### src/rtl/multicycle_cu_if.sv
// rtl/multicycle_cu_if.sv - control-unit to datapath/memory signal bundle
interface multicycle_cu_if;
    logic [31:0] instr;
    logic        zero;
    logic        sign;
    logic        mem_ready;
    logic        mem_req;
    logic        MemWrite;
    logic        AdrSrc;
    logic        IRWrite;
    logic        PCWrite;
    logic        RegWrite;
    logic [1:0]  ALUSrcA;
    logic [1:0]  ALUSrcB;
    logic [2:0]  ALUControl;
    logic [1:0]  ImmSrc;
    logic [1:0]  ResultSrc;
    logic        instr_done;
    logic        fault;

    modport master (
        input  instr, zero, sign, mem_ready,
        output mem_req, MemWrite, AdrSrc, IRWrite, PCWrite, RegWrite,
               ALUSrcA, ALUSrcB, ALUControl, ImmSrc, ResultSrc,
               instr_done, fault
    );

    modport slave (
        output instr, zero, sign, mem_ready,
        input  mem_req, MemWrite, AdrSrc, IRWrite, PCWrite, RegWrite,
               ALUSrcA, ALUSrcB, ALUControl, ImmSrc, ResultSrc,
               instr_done, fault
    );
endinterface

### src/rtl/multicycle_cu.sv
// rtl/multicycle_cu.sv - multi-cycle RV32I subset control FSM with memory-wait timeout
module multicycle_cu #(
    parameter int TIMEOUT = 15,
    parameter int TO_W    = 4
) (
    input  logic              clk,
    input  logic              rst_n,
    multicycle_cu_if.master   bus
);

    localparam logic [6:0] OP_LW  = 7'b0000011;
    localparam logic [6:0] OP_SW  = 7'b0100011;
    localparam logic [6:0] OP_R   = 7'b0110011;
    localparam logic [6:0] OP_I   = 7'b0010011;
    localparam logic [6:0] OP_BR  = 7'b1100011;

    localparam logic [2:0] ALU_ADD = 3'b000;
    localparam logic [2:0] ALU_SUB = 3'b010;

    localparam logic [TO_W-1:0] TO_LIM = TO_W'(TIMEOUT);

    typedef enum logic [3:0] {
        S_FETCH, S_DECODE, S_MEMADR, S_MEMRD, S_MEMWB, S_MEMWR,
        S_EXECR, S_EXECI, S_ALUWB, S_BRANCH, S_FAULT
    } state_t;

    state_t          state;
    state_t          state_next;
    logic [TO_W-1:0] wcnt;
    logic            in_wait;
    logic            timed_out;
    logic            taken;

    logic [6:0] op;
    logic [2:0] funct3;
    logic       funct7b5;
    logic       unused_instr;

    assign op           = bus.instr[6:0];
    assign funct3       = bus.instr[14:12];
    assign funct7b5     = bus.instr[30];
    assign unused_instr = ^{bus.instr[31], bus.instr[29:15], bus.instr[11:7]};

    assign in_wait   = (state == S_FETCH) || (state == S_MEMRD) || (state == S_MEMWR);
    assign timed_out = (wcnt == TO_LIM) && !bus.mem_ready;
    assign taken     = ((funct3 == 3'b000) &&  bus.zero) ||
                       ((funct3 == 3'b001) && !bus.zero) ||
                       ((funct3 == 3'b100) &&  bus.sign);

    // funct3 -> ALU operation; sub_en only matters for funct3=000
    function automatic logic [2:0] alu_dec(input logic [2:0] f3, input logic sub_en);
        logic [2:0] r;
        case (f3)
            3'b000:  r = sub_en ? ALU_SUB : ALU_ADD;
            3'b001:  r = 3'b001;
            3'b100:  r = 3'b100;
            3'b101:  r = 3'b101;
            3'b110:  r = 3'b110;
            3'b111:  r = 3'b111;
            default: r = ALU_ADD;
        endcase
        return r;
    endfunction

    // state register and memory-wait counter; counter restarts on any wait-state entry or completion
    always_ff @(posedge clk) begin
        if (!rst_n) begin
            state <= S_FETCH;
            wcnt  <= '0;
        end else begin
            state <= state_next;
            if (in_wait && !bus.mem_ready && (state_next == state))
                wcnt <= wcnt + 1'b1;
            else
                wcnt <= '0;
        end
    end

    // next-state and Moore output decode, with mem_ready/flag qualifiers on enables
    always_comb begin
        state_next     = state;
        bus.mem_req    = 1'b0;
        bus.MemWrite   = 1'b0;
        bus.AdrSrc     = 1'b0;
        bus.IRWrite    = 1'b0;
        bus.PCWrite    = 1'b0;
        bus.RegWrite   = 1'b0;
        bus.ALUSrcA    = 2'b00;
        bus.ALUSrcB    = 2'b00;
        bus.ALUControl = ALU_ADD;
        bus.ImmSrc     = 2'b00;
        bus.ResultSrc  = 2'b00;
        bus.instr_done = 1'b0;
        bus.fault      = 1'b0;

        case (state)
            S_FETCH: begin
                bus.mem_req   = 1'b1;
                bus.ALUSrcB   = 2'b10;
                bus.ResultSrc = 2'b10;
                if (bus.mem_ready) begin
                    bus.IRWrite = 1'b1;
                    bus.PCWrite = 1'b1;
                    state_next  = S_DECODE;
                end else if (timed_out) begin
                    state_next  = S_FAULT;
                end
            end
            S_DECODE: begin
                bus.ALUSrcA = 2'b01;
                bus.ALUSrcB = 2'b01;
                bus.ImmSrc  = 2'b10;
                case (op)
                    OP_LW, OP_SW: state_next = S_MEMADR;
                    OP_R:         state_next = S_EXECR;
                    OP_I:         state_next = S_EXECI;
                    OP_BR:        state_next = S_BRANCH;
                    default:      state_next = S_FAULT;
                endcase
            end
            S_MEMADR: begin
                bus.ALUSrcA = 2'b10;
                bus.ALUSrcB = 2'b01;
                bus.ImmSrc  = (op == OP_SW) ? 2'b01 : 2'b00;
                state_next  = (op == OP_SW) ? S_MEMWR : S_MEMRD;
            end
            S_MEMRD: begin
                bus.mem_req = 1'b1;
                bus.AdrSrc  = 1'b1;
                if (bus.mem_ready)
                    state_next = S_MEMWB;
                else if (timed_out)
                    state_next = S_FAULT;
            end
            S_MEMWB: begin
                bus.ResultSrc  = 2'b01;
                bus.RegWrite   = 1'b1;
                bus.instr_done = 1'b1;
                state_next     = S_FETCH;
            end
            S_MEMWR: begin
                bus.mem_req  = 1'b1;
                bus.MemWrite = 1'b1;
                bus.AdrSrc   = 1'b1;
                if (bus.mem_ready) begin
                    bus.instr_done = 1'b1;
                    state_next     = S_FETCH;
                end else if (timed_out) begin
                    state_next     = S_FAULT;
                end
            end
            S_EXECR: begin
                bus.ALUSrcA    = 2'b10;
                bus.ALUSrcB    = 2'b00;
                bus.ALUControl = alu_dec(funct3, funct7b5);
                state_next     = S_ALUWB;
            end
            S_EXECI: begin
                bus.ALUSrcA    = 2'b10;
                bus.ALUSrcB    = 2'b01;
                bus.ALUControl = alu_dec(funct3, 1'b0);
                state_next     = S_ALUWB;
            end
            S_ALUWB: begin
                bus.RegWrite   = 1'b1;
                bus.instr_done = 1'b1;
                state_next     = S_FETCH;
            end
            S_BRANCH: begin
                bus.ALUSrcA    = 2'b10;
                bus.ALUSrcB    = 2'b00;
                bus.ALUControl = ALU_SUB;
                bus.PCWrite    = taken;
                bus.instr_done = 1'b1;
                state_next     = S_FETCH;
            end
            S_FAULT: begin
                bus.fault = 1'b1;
            end
            default: begin
                state_next = S_FAULT;
            end
        endcase

        // reset quiesces every control output regardless of the current state
        if (!rst_n) begin
            bus.mem_req    = 1'b0;
            bus.MemWrite   = 1'b0;
            bus.AdrSrc     = 1'b0;
            bus.IRWrite    = 1'b0;
            bus.PCWrite    = 1'b0;
            bus.RegWrite   = 1'b0;
            bus.ALUSrcA    = 2'b00;
            bus.ALUSrcB    = 2'b00;
            bus.ALUControl = ALU_ADD;
            bus.ImmSrc     = 2'b00;
            bus.ResultSrc  = 2'b00;
            bus.instr_done = 1'b0;
            bus.fault      = 1'b0;
        end
    end

endmodule

### src/flat_wrapper.sv
// flat-port wrapper written by rule: the top's interface ports become plain ports
module multicycle_cu_flat 
#(
    parameter int TIMEOUT = 15,
    parameter int TO_W    = 4
)
  (clk, rst_n, bus_instr, bus_zero, bus_sign, bus_mem_ready, bus_mem_req, bus_MemWrite, bus_AdrSrc, bus_IRWrite, bus_PCWrite, bus_RegWrite, bus_ALUSrcA, bus_ALUSrcB, bus_ALUControl, bus_ImmSrc, bus_ResultSrc, bus_instr_done, bus_fault);
  multicycle_cu_if bus_i ();
  input  logic clk;
  input  logic rst_n;
  input wire logic [$bits(bus_i.instr)-1:0] bus_instr;
  input wire logic [$bits(bus_i.zero)-1:0] bus_zero;
  input wire logic [$bits(bus_i.sign)-1:0] bus_sign;
  input wire logic [$bits(bus_i.mem_ready)-1:0] bus_mem_ready;
  output wire logic [$bits(bus_i.mem_req)-1:0] bus_mem_req;
  output wire logic [$bits(bus_i.MemWrite)-1:0] bus_MemWrite;
  output wire logic [$bits(bus_i.AdrSrc)-1:0] bus_AdrSrc;
  output wire logic [$bits(bus_i.IRWrite)-1:0] bus_IRWrite;
  output wire logic [$bits(bus_i.PCWrite)-1:0] bus_PCWrite;
  output wire logic [$bits(bus_i.RegWrite)-1:0] bus_RegWrite;
  output wire logic [$bits(bus_i.ALUSrcA)-1:0] bus_ALUSrcA;
  output wire logic [$bits(bus_i.ALUSrcB)-1:0] bus_ALUSrcB;
  output wire logic [$bits(bus_i.ALUControl)-1:0] bus_ALUControl;
  output wire logic [$bits(bus_i.ImmSrc)-1:0] bus_ImmSrc;
  output wire logic [$bits(bus_i.ResultSrc)-1:0] bus_ResultSrc;
  output wire logic [$bits(bus_i.instr_done)-1:0] bus_instr_done;
  output wire logic [$bits(bus_i.fault)-1:0] bus_fault;
  assign bus_i.instr = bus_instr;
  assign bus_i.zero = bus_zero;
  assign bus_i.sign = bus_sign;
  assign bus_i.mem_ready = bus_mem_ready;
  assign bus_mem_req = bus_i.mem_req;
  assign bus_MemWrite = bus_i.MemWrite;
  assign bus_AdrSrc = bus_i.AdrSrc;
  assign bus_IRWrite = bus_i.IRWrite;
  assign bus_PCWrite = bus_i.PCWrite;
  assign bus_RegWrite = bus_i.RegWrite;
  assign bus_ALUSrcA = bus_i.ALUSrcA;
  assign bus_ALUSrcB = bus_i.ALUSrcB;
  assign bus_ALUControl = bus_i.ALUControl;
  assign bus_ImmSrc = bus_i.ImmSrc;
  assign bus_ResultSrc = bus_i.ResultSrc;
  assign bus_instr_done = bus_i.instr_done;
  assign bus_fault = bus_i.fault;
  multicycle_cu #(.TIMEOUT(TIMEOUT), .TO_W(TO_W)) u_core (.clk(clk), .rst_n(rst_n), .bus(bus_i));
endmodule
### config.mk
export PLATFORM = sky130hd
export DESIGN_NAME = multicycle_cu_flat
export DESIGN_NICKNAME = d
export VERILOG_FILES = /design/src/rtl/multicycle_cu_if.sv /design/src/rtl/multicycle_cu.sv /design/src/flat_wrapper.sv
export SDC_FILE = /design/constraint.sdc
export NUM_CORES = 1
export LEC_CHECK = 0
export CORE_ASPECT_RATIO = 1.25
export CORE_MARGIN = 4
export CORE_UTILIZATION = 35
export DETAILED_ROUTE_END_ITERATION = 10
export GPL_TIMING_DRIVEN = 0
export PLACE_DENSITY = 0.8
export SLEW_MARGIN = 25
export SYNTH_ARGS = -nofsm -noshare
export SYNTH_HDL_FRONTEND = slang
export SYNTH_SLANG_ARGS = --single-unit
### constraint.sdc
create_clock -name clk -period 2.15 [get_ports clk]
set_clock_uncertainty 0.2 [all_clocks]
set_input_delay 0.645 -clock clk [delete_from_list [all_inputs] [get_ports clk]]
set_output_delay 0.645 -clock clk [all_outputs]
set_load 0.02 [all_outputs]
==> results of run 1 <==
==> worst max-delay path, stage by stage <==
cell	delay, ps
buf_8	70
or3b_4	420
buf_4	160
buf_6	110
nor3_4	150
buf_6	150
==> layout by cell type (no fill, tap or decap), types with 4 or more instances in the layout <==
cell,netlist,final
buf_4,2,33
buf_6,1,31
dfxtp_1,8,4
dfxtp_4,0,4
dlygate4sd2_1,0,5
nand2b_4,0,5
nand3_1,7,4
nor2_1,12,8
nor2_4,0,4
o21ai_0,5,4
==> path summary, 6_finish.rpt <==
| check | from | endpoint | slack (ps) | depth (start not counted) |
|---|---|---|---|---|
| worst max-delay path | rst_n | bus_ALUSrcB[1] | -400 | 6 |
| worst min-delay path | u_core.wcnt[0] | u_core.wcnt[0] | 250 | 1 |
| worst max register to register | u_core.state[0] | u_core.wcnt[3] | 180 | 7 |
| worst min register to register | u_core.wcnt[0] | u_core.wcnt[0] | 250 | 1 |
==> through the flow <==
step                       util  power (mW)  hold WS (ps)  cells  instance area (sq um)
after global placement    0.563       0.837           229    173                   1240
after detailed placement  0.563       0.854           237    173                   1240
after global routing      0.851        1.65           285    215                   1880
final                     0.851        1.60           255    215                   1880
after CTS                 0.708        1.22           249    198                   1570
after floorplan               -       0.636           218    108                    865
==> area by class of cell <==
type / instances / area [sq um]
flip-flops and latches: 8 / 175
repair buffers: 76 / 711
clock buffers: 3 / 22.5
well taps: 31 / 38.8
inverters: 7 / 33.8
multi-input cells: 86 / 826
plain buffers: 4 / 73.8
fillers: 105 / 330
==> registers in the layout, summed over array words and instances, names as in the netlist <==
register / cells
u_core.state: 4
u_core.wcnt: 4
==> layer usage <==
layer | global-route usage | wire length [microns]
met5 | 0 | 0
met1 | 0.199 | 1550
met2 | 0.422 | 2380
met4 | 0.123 | 280
met3 | 0.0501 | 373
==> logic make-up (layout without fill, tap and decap cells) <==
group	count (synthesis)	in the layout	share of synthesized area
xor+xnor	4	4	0.0431
simple gates	55	55	0.420
buf+inv	14	90	0.0846
mux	1	1	0.0123
flops	8	8	0.197
compound gates	24	24	0.215
fa+ha+maj	2	2	0.0277
==> repair_timing <==
action,CTS,global route
hold endpoints to repair,0,0
setup buffers,23,19
resized for setup,181,58
setup endpoints to repair,19,19
hold buffers,0,0
pin swaps,14,22
cloned,0,1
==> power groups by stage <==
stage | Sequential, mW | Clock, mW | Combinational [mW]
4_1_cts | 0.224 | 0.125 | 0.867
5_1_grt | 0.226 | 0.129 | 1.30
2_1_floorplan | 0.194 | 0 | 0.442
3_3_place_gp | 0.194 | 0 | 0.643
3_5_place_dp | 0.198 | 0 | 0.656
6_report | 0.226 | 0.125 | 1.25
==> results_dict.tcl, run 1 <==
set metrics [dict create \
    antenna_found_initial 0 \
    wire_per_inst_microns 21.3 \
    antenna_cells 0 \
    synth_warnings 0 \
    grt.total_usage 0.213 \
    fin_ws_ps -403 \
    cp_max_fo 4 \
    synth_area_sq_um 813 \
    min_period_over_period 1.19 \
    seqPwrFrac 0.141 \
    clk_pin_slew_ps 50 \
    p_sw_mw 0.710 \
    wl_microns 4580 \
    drive_gt1_frac 0.674 \
    area_growth_pct 131 \
    cts_max_path_buffers 2 \
    synthTopCellsByCount "nor2_1, dfxtp_1, inv_1, nand3_1, nand2b_1" \
    rows 19 \
    synthCells 108 \
    synth_edf_count 0 \
    cts_max_level 1 \
    rsz0062_at_grt "true" \
    netlist_top_cells_area "dfxtp_1, nor4b_4, nor2_1" \
    tns_ps -3560 \
    grt_max_degree 11 \
    synth_async_sr_flop_share 0 \
    yosysSeqAreaShare 0.197 \
    io_pins 56 \
    swShare 0.444 \
    clkLatencyLatePin_ps 270 \
    violations "negative setup slack" \
    first_pass_iters 4 \
    setup_viol 18 \
    yosysTopAreaCellShare 0.197 \
    p_clk_frac 0.078 \
    critPathCaptureType "output port" \
    slew_headroom 0.747 \
    ys_types 42 \
    max_freq_mhz 392 \
    ant_nets 0 \
    dp_slack_ps -1310 \
    grt_pass1_wl_microns 5070 \
    critPathRequiredTime_ps 1300 \
    ys_seq_elements 8 \
    cts-root-buf "clkbuf_4" \
    synth_largest_area_cell "dfxtp_1" \
    start_util 0.368 \
    drv_cap 0 \
    drc_errors 0 \
    critical_path_class "input pin to output port" \
    power.internal_mw 0.889 \
    avgSynthCellArea_sq_um 7.53 \
    worstMarginPinSlew_ps 375 \
    period_needed_ps 2550 \
    finalHoldViolations 0 \
    die_h_microns 61.9 \
    place_hpwl_microns 1890 \
    cts_buffers 3 \
    drv_slew 0 \
    coreArea_sq_um 2210 \
    leakagePower_nw 0.814 \
    first_global_vias 1147 \
    num_vias 1266 \
    synth_top_flop_cell "dfxtp_1" \
    start_kind "input pin" \
    routed_via_density 5.89 \
    io_buffers 34 \
    clkSinkCount 8 \
    gp_congestion 0.879 \
    overflow 0 \
    final_nets 224 \
    die_area_sq_um 3160 \
    crit_arrival_ps 1710 \
    power_density_nw_per_um2 850 \
    cts_tree "done" \
    peakVddDrop_mv 0.662 \
    status "finished with violations" \
    p_comb_frac 0.781 \
    hp-class "flop to flop" \
    die_x_microns 51.1 \
    yosysMostFrequentCell "nor2_1" \
    syn_nets 146 \
    drt-initial-drc-count 49 \
]
Power figures use the tool's default switching activity.
==> inputs of run 2 (changes only) <==
- SKIP_LAST_GASP: unset -> 1
==> run 2 against run 1 <==
Net effect: the run still ends with negative setup slack left; highest routed layer unchanged; count of clock-buffer cells in the layout unchanged; non-clock buffer count is 1 higher; first-iteration DRC count rose by 45%; via count is 1.3% higher; maximum frequency down 2.1%; core utilization up 0.85 points; sequential power is essentially flat; hold slack lost 4.2 ps; combinational power about the same; routed wire length rose by 1.4%; worst setup slack got worse by 56 ps.
==> results_dict.tcl, run 2 (synthesized netlist as in run 1, its figures left out) <==
set metrics [dict create \
    setup_viol 19 \
    rsz0062_at_grt "true" \
    die_area_sq_um 3160 \
    swShare 0.441 \
    ant_nets 0 \
    worst_hold_slack_ps 251 \
    fin_ws_ps -459 \
    drc_errors 0 \
    clkSinkCount 8 \
    hold_path_depth 1 \
    drt-initial-drc-count 71 \
    grt_pass1_wl_microns 4930 \
    first_pass_iters 4 \
    final_common_cell "buf_4" \
    seqPwrFrac 0.142 \
    cp_max_fo 4 \
    r2r.worst_path.cells 8 \
    fin_util 0.859 \
    power.internal_mw 0.896 \
    p_sw_mw 0.707 \
    overflow 0 \
    crit_chain "buf_8 -> or3b_4 -> nor3_4 -> nand2_2 -> o31ai_2 -> buf_4" \
    slowest_delay_ps 400 \
    min_from "u_core.wcnt[0]" \
    slew_headroom 0.776 \
    start_util 0.368 \
    critical_path_class "input pin to output port" \
    worstMarginPinSlew_ps 335 \
    peakVddDrop_mv 0.589 \
    leakagePower_nw 0.821 \
    crit_buf_inv 2 \
    wl_microns 4640 \
    hp-class "flop to flop" \
    num_vias 1283 \
    grt_max_degree 11 \
    gp_congestion 0.879 \
    crit_slowest_cell "or3b_4" \
    cts_tree "done" \
    worst_r2r_endpoint "u_core.state[1]" \
    largest_registers "u_core.state (4), u_core.wcnt (4)" \
    power_density_nw_per_um2 844 \
    finalHoldViolations 0 \
    dp_cells 173 \
    drive_gt1_frac 0.681 \
    period_needed_ps 2610 \
    routed_via_density 5.94 \
    cts_max_level 1 \
    clk_pin_slew_ps 50 \
    drv_slew 0 \
    clkLatencyLatePin_ps 270 \
    p_clk_frac 0.079 \
    finalNonFillerCells 216 \
    min_to "u_core.wcnt[0]" \
    wire_per_inst_microns 21.5 \
    final_area_sq_um 1900 \
    drv_cap 0 \
    totalPowerFinal_mw 1.60 \
    cts_buffers 3 \
    status "finished with violations" \
    die_x_microns 51.1 \
    p_comb_frac 0.779 \
    io_buffers 34 \
    min_period_over_period 1.21 \
    first_global_vias 1115 \
    cts-root-buf "clkbuf_4" \
    cp.depth 6 \
    coreArea_sq_um 2210 \
    grt.total_usage 0.206 \
    tns_ps -3730 \
    critPathRequiredTime_ps 1300 \
    critPathCaptureType "output port" \
    dp_slack_ps -1310 \
    area_growth_pct 134 \
    crit_arrival_ps 1760 \
    violations "negative setup slack" \
    r2r_setup_slack_ps 220 \
    rows 19 \
    place_hpwl_microns 1890 \
    crit_family "simple AND/OR/NAND/NOR gates" \
    cts_max_path_buffers 2 \
    final_nets 225 \
    antenna_found_initial 0 \
    placed_cell_area_sq_um 1240 \
    die_h_microns 61.9 \
    max_freq_mhz 383 \
    layout_common_cells "buf_4, buf_6, nor2_1" \
    start_kind "input pin" \
    io_pins 56 \
    antenna_cells 0 \
    r2r-start "u_core.state[0]" \
]
## run 2: power groups by stage
stage	registers, mW	clock network, mW	logic, mW
after floorplan	0.194	0	0.442
after global placement	0.194	0	0.643
after detailed placement	0.198	0	0.656
after CTS	0.223	0.125	0.848
after global routing	0.229	0.137	1.31
final	0.228	0.127	1.25
## run 2: how the worst max path moves through the flow
stage / start / endpoint
final: rst_n / bus_PCWrite
after global routing: rst_n / bus_PCWrite
after detailed placement: rst_n / bus_PCWrite
after global placement: rst_n / bus_PCWrite
after floorplan: rst_n / bus_PCWrite
after CTS: u_core.state[0] / bus_PCWrite
## run 2: final cells by class
class | count | area (sq um)
inverters | 7 | 28.8
fillers | 110 | 312
repair buffers | 77 | 722
well taps | 31 | 38.8
flip-flops and latches | 8 | 175
plain buffers | 4 | 73.8
clock buffers | 3 | 22.5
multi-input cells | 86 | 838
## run 2: worst register-to-register path, stage by stage (launching register included)
cell and delay, ps:
dfxtp_4 360, buf_6 120, buf_6 110, nor4b_4 330
buf_4 180, buf_4 120, mux2i_1 70, and3_1 190
o22ai_1 170
## run 2: what timing repair did
item | 4_1_cts | 5_1_grt
hold buffers | 0 | 0
cloned | 0 | 1
endpoints found under the setup margin | 19 | 19
resized for setup | 176 | 64
pin swaps | 14 | 25
buffers inserted | 23 | 20
## run 2: metal layers
layer	global-route usage	routed length (microns)	vias up	share of wire
met5	0	0	-	0
met4	0.100	279	0	0.060
met3	0.0525	322	37	0.069
met2	0.416	2390	102	0.51
met1	0.192	1650	596	0.36
li1	-	-	548	-
